### src/rtl/byte_enable_memory_pkg.sv
// Shared types and defaults for the byte-enable data memory and its clear sequencer.
package byte_enable_memory_pkg;

    typedef enum logic {
        ST_CLEAR = 1'b0,
        ST_IDLE  = 1'b1
    } state_t;

    localparam int unsigned DEF_DW    = 16;
    localparam int unsigned DEF_AW    = 8;
    localparam int unsigned DEF_DEPTH = 256;

    // Clear counter width; a single-word memory still needs one bit.
    function automatic int unsigned cnt_width(input int unsigned depth);
        return (depth > 1) ? $clog2(depth) : 1;
    endfunction

endpackage

### src/rtl/byte_enable_memory_mem_clear_seq.sv
// Clear sequencer: walks word addresses 0..DEPTH-1, one per cycle, while busy.
module mem_clear_seq
    import byte_enable_memory_pkg::*;
#(
    parameter int unsigned DEPTH = DEF_DEPTH,
    parameter int unsigned CW    = cnt_width(DEPTH)
) (
    input  logic          start,
    input  logic          clk,
    input  logic          rst,
    output logic          busy,
    output logic [CW-1:0] addr,
    output logic          done
);

    localparam logic [CW-1:0] LAST = CW'(DEPTH - 1);

    assign done = busy && (addr == LAST);

    // Comes out of reset busy so the array is always cleared before first use.
    always_ff @(posedge clk or negedge rst) begin
        if (!rst) begin
            busy <= 1'b1;
            addr <= '0;
        end else if (start) begin
            busy <= 1'b1;
            addr <= '0;
        end else if (busy) begin
            if (done) begin
                busy <= 1'b0;
                addr <= '0;
            end else begin
                addr <= addr + 1'b1;
            end
        end
    end

endmodule

### src/rtl/byte_enable_memory.sv
// Single-port data memory with per-byte write enables, registered read and a hardware clear sequence.
module byte_enable_memory
    import byte_enable_memory_pkg::*;
#(
    parameter int unsigned DW    = DEF_DW,
    parameter int unsigned AW    = DEF_AW,
    parameter int unsigned DEPTH = DEF_DEPTH
) (
    input  logic                clk,
    input  logic                rst,
    input  logic                req,
    input  logic                we,
    input  logic [DW/8-1:0]     be,
    input  logic [AW-1:0]       addr,
    input  logic [DW-1:0]       wdata,
    input  logic                clr,
    output logic                ready,
    output logic                rvalid,
    output logic [DW-1:0]       rdata,
    output logic                err
);

    localparam int unsigned BEW = DW / 8;
    localparam int unsigned CW  = cnt_width(DEPTH);
    localparam logic [AW:0] DEPTH_W = (AW + 1)'(DEPTH);

    state_t          state_q, state_d;
    logic            start;
    logic            busy;
    logic            done;
    logic [CW-1:0]   clr_addr;
    logic            acc;
    logic            in_range;
    logic [CW-1:0]   idx;
    logic [DW-1:0]   mem [DEPTH];

    mem_clear_seq #(
        .DEPTH (DEPTH),
        .CW    (CW)
    ) u_clear_seq (
        .start (start),
        .clk   (clk),
        .rst   (rst),
        .busy  (busy),
        .addr  (clr_addr),
        .done  (done)
    );

    assign ready    = (state_q == ST_IDLE);
    assign acc      = req && ready;
    assign in_range = ({1'b0, addr} < DEPTH_W);
    assign idx      = addr[CW-1:0];

    always_ff @(posedge clk or negedge rst) begin
        if (!rst) state_q <= ST_CLEAR;
        else      state_q <= state_d;
    end

    always_comb begin
        state_d = state_q;
        start   = 1'b0;
        case (state_q)
            ST_CLEAR: if (done) state_d = ST_IDLE;
            ST_IDLE: begin
                if (clr) begin
                    state_d = ST_CLEAR;
                    start   = 1'b1;
                end
            end
            default: state_d = ST_CLEAR;
        endcase
    end

    // The sequencer owns the write port while busy; accepts cannot occur then.
    always_ff @(posedge clk) begin
        if (busy) begin
            mem[clr_addr] <= '0;
        end else if (acc && we && in_range) begin
            for (int unsigned i = 0; i < BEW; i++) begin
                if (be[i]) mem[idx][8*i +: 8] <= wdata[8*i +: 8];
            end
        end
    end

    always_ff @(posedge clk or negedge rst) begin
        if (!rst) begin
            rvalid <= 1'b0;
            rdata  <= '0;
            err    <= 1'b0;
        end else begin
            rvalid <= acc && !we;
            err    <= acc && !in_range;
            if (acc && !we) rdata <= in_range ? mem[idx] : '0;
        end
    end

endmodule
### config.mk
export PLATFORM = sky130hd
export DESIGN_NAME = byte_enable_memory
export DESIGN_NICKNAME = d
export VERILOG_FILES = /design/src/rtl/byte_enable_memory_pkg.sv /design/src/rtl/byte_enable_memory_mem_clear_seq.sv /design/src/rtl/byte_enable_memory.sv
export SDC_FILE = /design/constraint.sdc
export NUM_CORES = 2
export LEC_CHECK = 0
export CAP_MARGIN = 20
export CORE_ASPECT_RATIO = 1.2
export CORE_MARGIN = 2
export CORE_UTILIZATION = 37
export DETAILED_ROUTE_END_ITERATION = 10
export PLACE_DENSITY_LB_ADDON = 0.08
export SYNTH_ARGS = -nofsm -noshare
export SYNTH_HDL_FRONTEND = slang
export SYNTH_SLANG_ARGS = --single-unit
### constraint.sdc
create_clock -name clk -period 6.7 [get_ports clk]
set_input_delay 1.34 -clock clk [delete_from_list [all_inputs] [get_ports clk]]
set_output_delay 1.34 -clock clk [all_outputs]
set_load 0.01 [all_outputs]
==> results.py <==
metrics = {
    "clock_network": {
        "cts_buffers": 417,
        "cts_resized": 0,
        "clk_pin_slew_worst_paths_ns": 0.06,
        "ctsLongestPathBuffers": 4,
        "cts_tree": "built",
        "clock-sinks": 4123,
        "ctsHoldBuffers": 0,
        "htree_levels": 5,
        "clock-root-buffer": "clkbuf_16",
        "cts_setup_buffers": 0,
        "clock_latency_ns": 0.99,
    },
    "drt": {
        "drt_iter0_markers": 8628,
        "drt.antenna.violating_nets": 0,
        "dr.pass1.iters": 5,
        "viasPerCell": 5.61,
        "routed_wl_microns": 487000,
        "drc": 0,
        "vias": 78800,
        "wire_per_inst_microns": 34.7,
    },
    "setup_path": {
        "r2r_end": "mem[133][5]$_DFFE_PP_",
        "cp_cell_sequence": "clkdlybuf4s50_1 -> nor2_1 -> nor3_4 -> buf_4 -> o31ai_2 -> nand3_1 -> nor2_1",
        "cp.arrival_ns": 5.61,
        "endpoint_kind": "register",
        "critPathRequiredTime_ns": 7.29,
        "path_common_cell": "nor2_1",
        "timing.rr.start": "ready$_DFF_PN0_",
        "slowest_delay_ns": 0.94,
        "start_kind": "primary input",
        "path_class": "in -> reg",
        "regToRegSetupSlack_ns": 1.95,
        "ff2ff_path_depth": 7,
        "path_max_fanout": 19,
        "critPathSlowestCell": "nor2_1",
    },
    "floorplanning": {
        "start_util_pct": 37.1,
        "die_h_microns": 723,
        "die_w_microns": 603,
        "io_pins": 50,
        "core_sq_um": 430000,
        "dieArea_sq_um": 436000,
        "std_cell_rows": 264,
    },
    "synthesis": {
        "synth_area_leaders": "edfxtp_1, mux4_2, mux2i_1, nor2_1, a22oi_1",
        "muxShareOfSynthArea_pct": 14.8,
        "yosys_warnings": 0,
        "syn_area_per_cell_sq_um": 21.0,
        "synth_top_area_share_pct": 77.1,
        "synth_common_cells": "edfxtp_1, mux4_2, nor2_1, mux2i_1, clkbuf_1",
        "netlist_area_sq_um": 160000,
        "synthArstFlopShare_pct": 0.655,
        "synth_edf_count": 4096,
        "synth.most_common_cell": "edfxtp_1",
        "synth-compound-area-share_pct": 3.21,
        "synth_top_flop_cell": "edfxtp_1",
        "netlist_instances": 7602,
        "ys_seq_area_share_pct": 77.5,
        "synthSimpleGateAreaFrac_pct": 2.83,
        "synth_adder_area_share_pct": 0.00784,
        "synth_nets": 7634,
        "ys_types": 60,
        "yosysTopAreaCell": "edfxtp_1",
        "ys_seq_elements": 4123,
        "synth_xor_area_share_pct": 0.00549,
        "synth_top_family_by_area": "multiplexers",
    },
    "grt": {
        "grt_pass1_vias": 81500,
        "grtUsageTotal_pct": 22.1,
        "grt_pass1_wl_microns": 673000,
        "grt_max_degree": 149,
        "antenna_found_initial": 32,
        "grt.overflow.total": 0,
    },
    "outcome": {
        "status": "finished, final reports clean",
    },
    "place": {
        "place.port_buffers": 48,
        "dpl.hpwl_microns": 302000,
        "gp_congestion": 0.811,
        "dp_slack_ns": 0.601,
    },
    "layout": {
        "seq_area_sq_um": 124000,
        "area_delta_synth_final_pct": 14.3,
        "multi_input_area_sq_um": 33500,
        "final_util_pct": 42.4,
        "drive_gt1_share_pct": 23.8,
        "final_nets": 7984,
        "n_fill_cell": 37400,
    },
    "sta": {
        "fin_crit_sh_pct": 74.9,
        "drv_slew": 0,
        "setup-tns-final_ns": 0,
        "relSlewSlack_pct": 18.2,
        "max_freq_mhz": 199,
        "setup_slack_ns": 1.68,
        "min_period_ns": 5.02,
        "tightest_slew_ns": 1.23,
        "skew_ns": 0.0422,
        "rsz0062_at_grt": "no",
        "hold_viol_final": 0,
        "hold_ws_ns": 0.456,
        "setup_viol": 0,
    },
    "power_and_ir_drop": {
        "irDropWorstVdd_uv": 221,
        "power_density_nw_per_um2": 306,
        "switching_share_pct": 23.4,
        "pwr-share-seq_pct": 51.1,
        "power.switching_uw": 13000,
        "combPwrFrac_pct": 7.1,
        "power.internal_uw": 42700,
        "leakagePower_uw": 0.0579,
        "clock_power_share_pct": 41.8,
    },
    "min_path": {
        "hold_class": "in -> async",
    },
    "run": {
        "maxCapViolations": 0,
    },
}
## worst max path at each step
stage               start                     to  slack [ns]  depth (start not counted)
floorplan             req   mem[0][10]$_DFFE_PP_        0.23                          5
global placement      req  mem[133][5]$_DFFE_PP_        0.70                          8
detailed placement  be[0]  mem[11][11]$_DFFE_PP_        0.60                          7
CTS                 be[0]  mem[11][14]$_DFFE_PP_        1.74                          7
global route        be[0]   mem[5][10]$_DFFE_PP_        1.59                          7
finish              be[0]  mem[12][13]$_DFFE_PP_        1.68                          7
## placed cells by master, fill, tap and decap left out, types with 57 or more instances in the layout
master,netlist,routed
edfxtp_1,4096,4096
mux4_2,908,908
nor2_1,537,533
clkbuf_16,0,426
mux2i_1,311,311
buf_4,48,286
a22oi_1,211,211
nand2_1,180,164
clkinv_1,1,117
a21oi_1,112,112
nand3_1,107,106
o22ai_1,95,95
buf_12,3,88
clkinv_2,0,79
clkbuf_1,264,63
o21ai_0,57,57
## layer usage
metal / share of wire [%] / track usage (%) / vias up
met4: 2.5 / 5.24 / 10
li1: - / - / 32500
met3: 5.5 / 3.11 / 549
met5: 0.028 / 0.144 / -
met2: 50 / 37.7 / 2617
met1: 42 / 29.9 / 43100
## layout make-up
| type | count | share of cell area, % |
|---|---|---|
| flip-flops and latches | 4123 | 67.8 |
| multi-input cells | 2978 | 18.4 |
| clock buffers | 500 | 6.06 |
| well taps | 5719 | 3.92 |
| repair buffers | 424 | 2.44 |
| clock inverters | 270 | 1.31 |
| inverters | 8 | 0.0192 |
| diodes | 9 | 0.0124 |
## cell families (layout without fill, tap and decap cells)
family / Yosys count / in the layout
AO/OA/AOI/OAI: 727 / 727
XOR/XNOR: 1 / 1
adder cells (fa/ha/maj): 1 / 1
buffers and inverters: 501 / 1202
flip-flops: 4123 / 4123
multiplexers: 1220 / 1220
other: 1 / 10
AND/OR/NAND/NOR: 1028 / 1028
## stage by stage
step,cells,total power (uW),area [sq um]
6_report,14000,55800,182000
4_1_cts,14000,56300,182000
5_1_grt,14000,57400,182000
2_1_floorplan,7602,30800,160000
3_3_place_gp,13200,33100,169000
3_5_place_dp,13300,33100,169000
## power groups by stage
stage	logic, uW	clock network, uW	registers (uW)
detailed placement	4030	0	29100
finish	3960	23300	28500
global placement	4010	0	29100
global route	4100	24700	28500
floorplan	1860	0	29000
CTS	4030	23800	28500
## flip-flops by register name, indices dropped and copies added (netlist names)
signal and flops:
rdata 16, ready 1, u_clear_seq.busy 1, rvalid 1, u_clear_seq.addr 8, mem 4096
## critical path: cells and delay by family
kind	cells	cell delay (ns)
simple gates	4	2.78
buf+inv	2	0.76
compound gates	1	0.70
(Power assumes the default switching activity.)
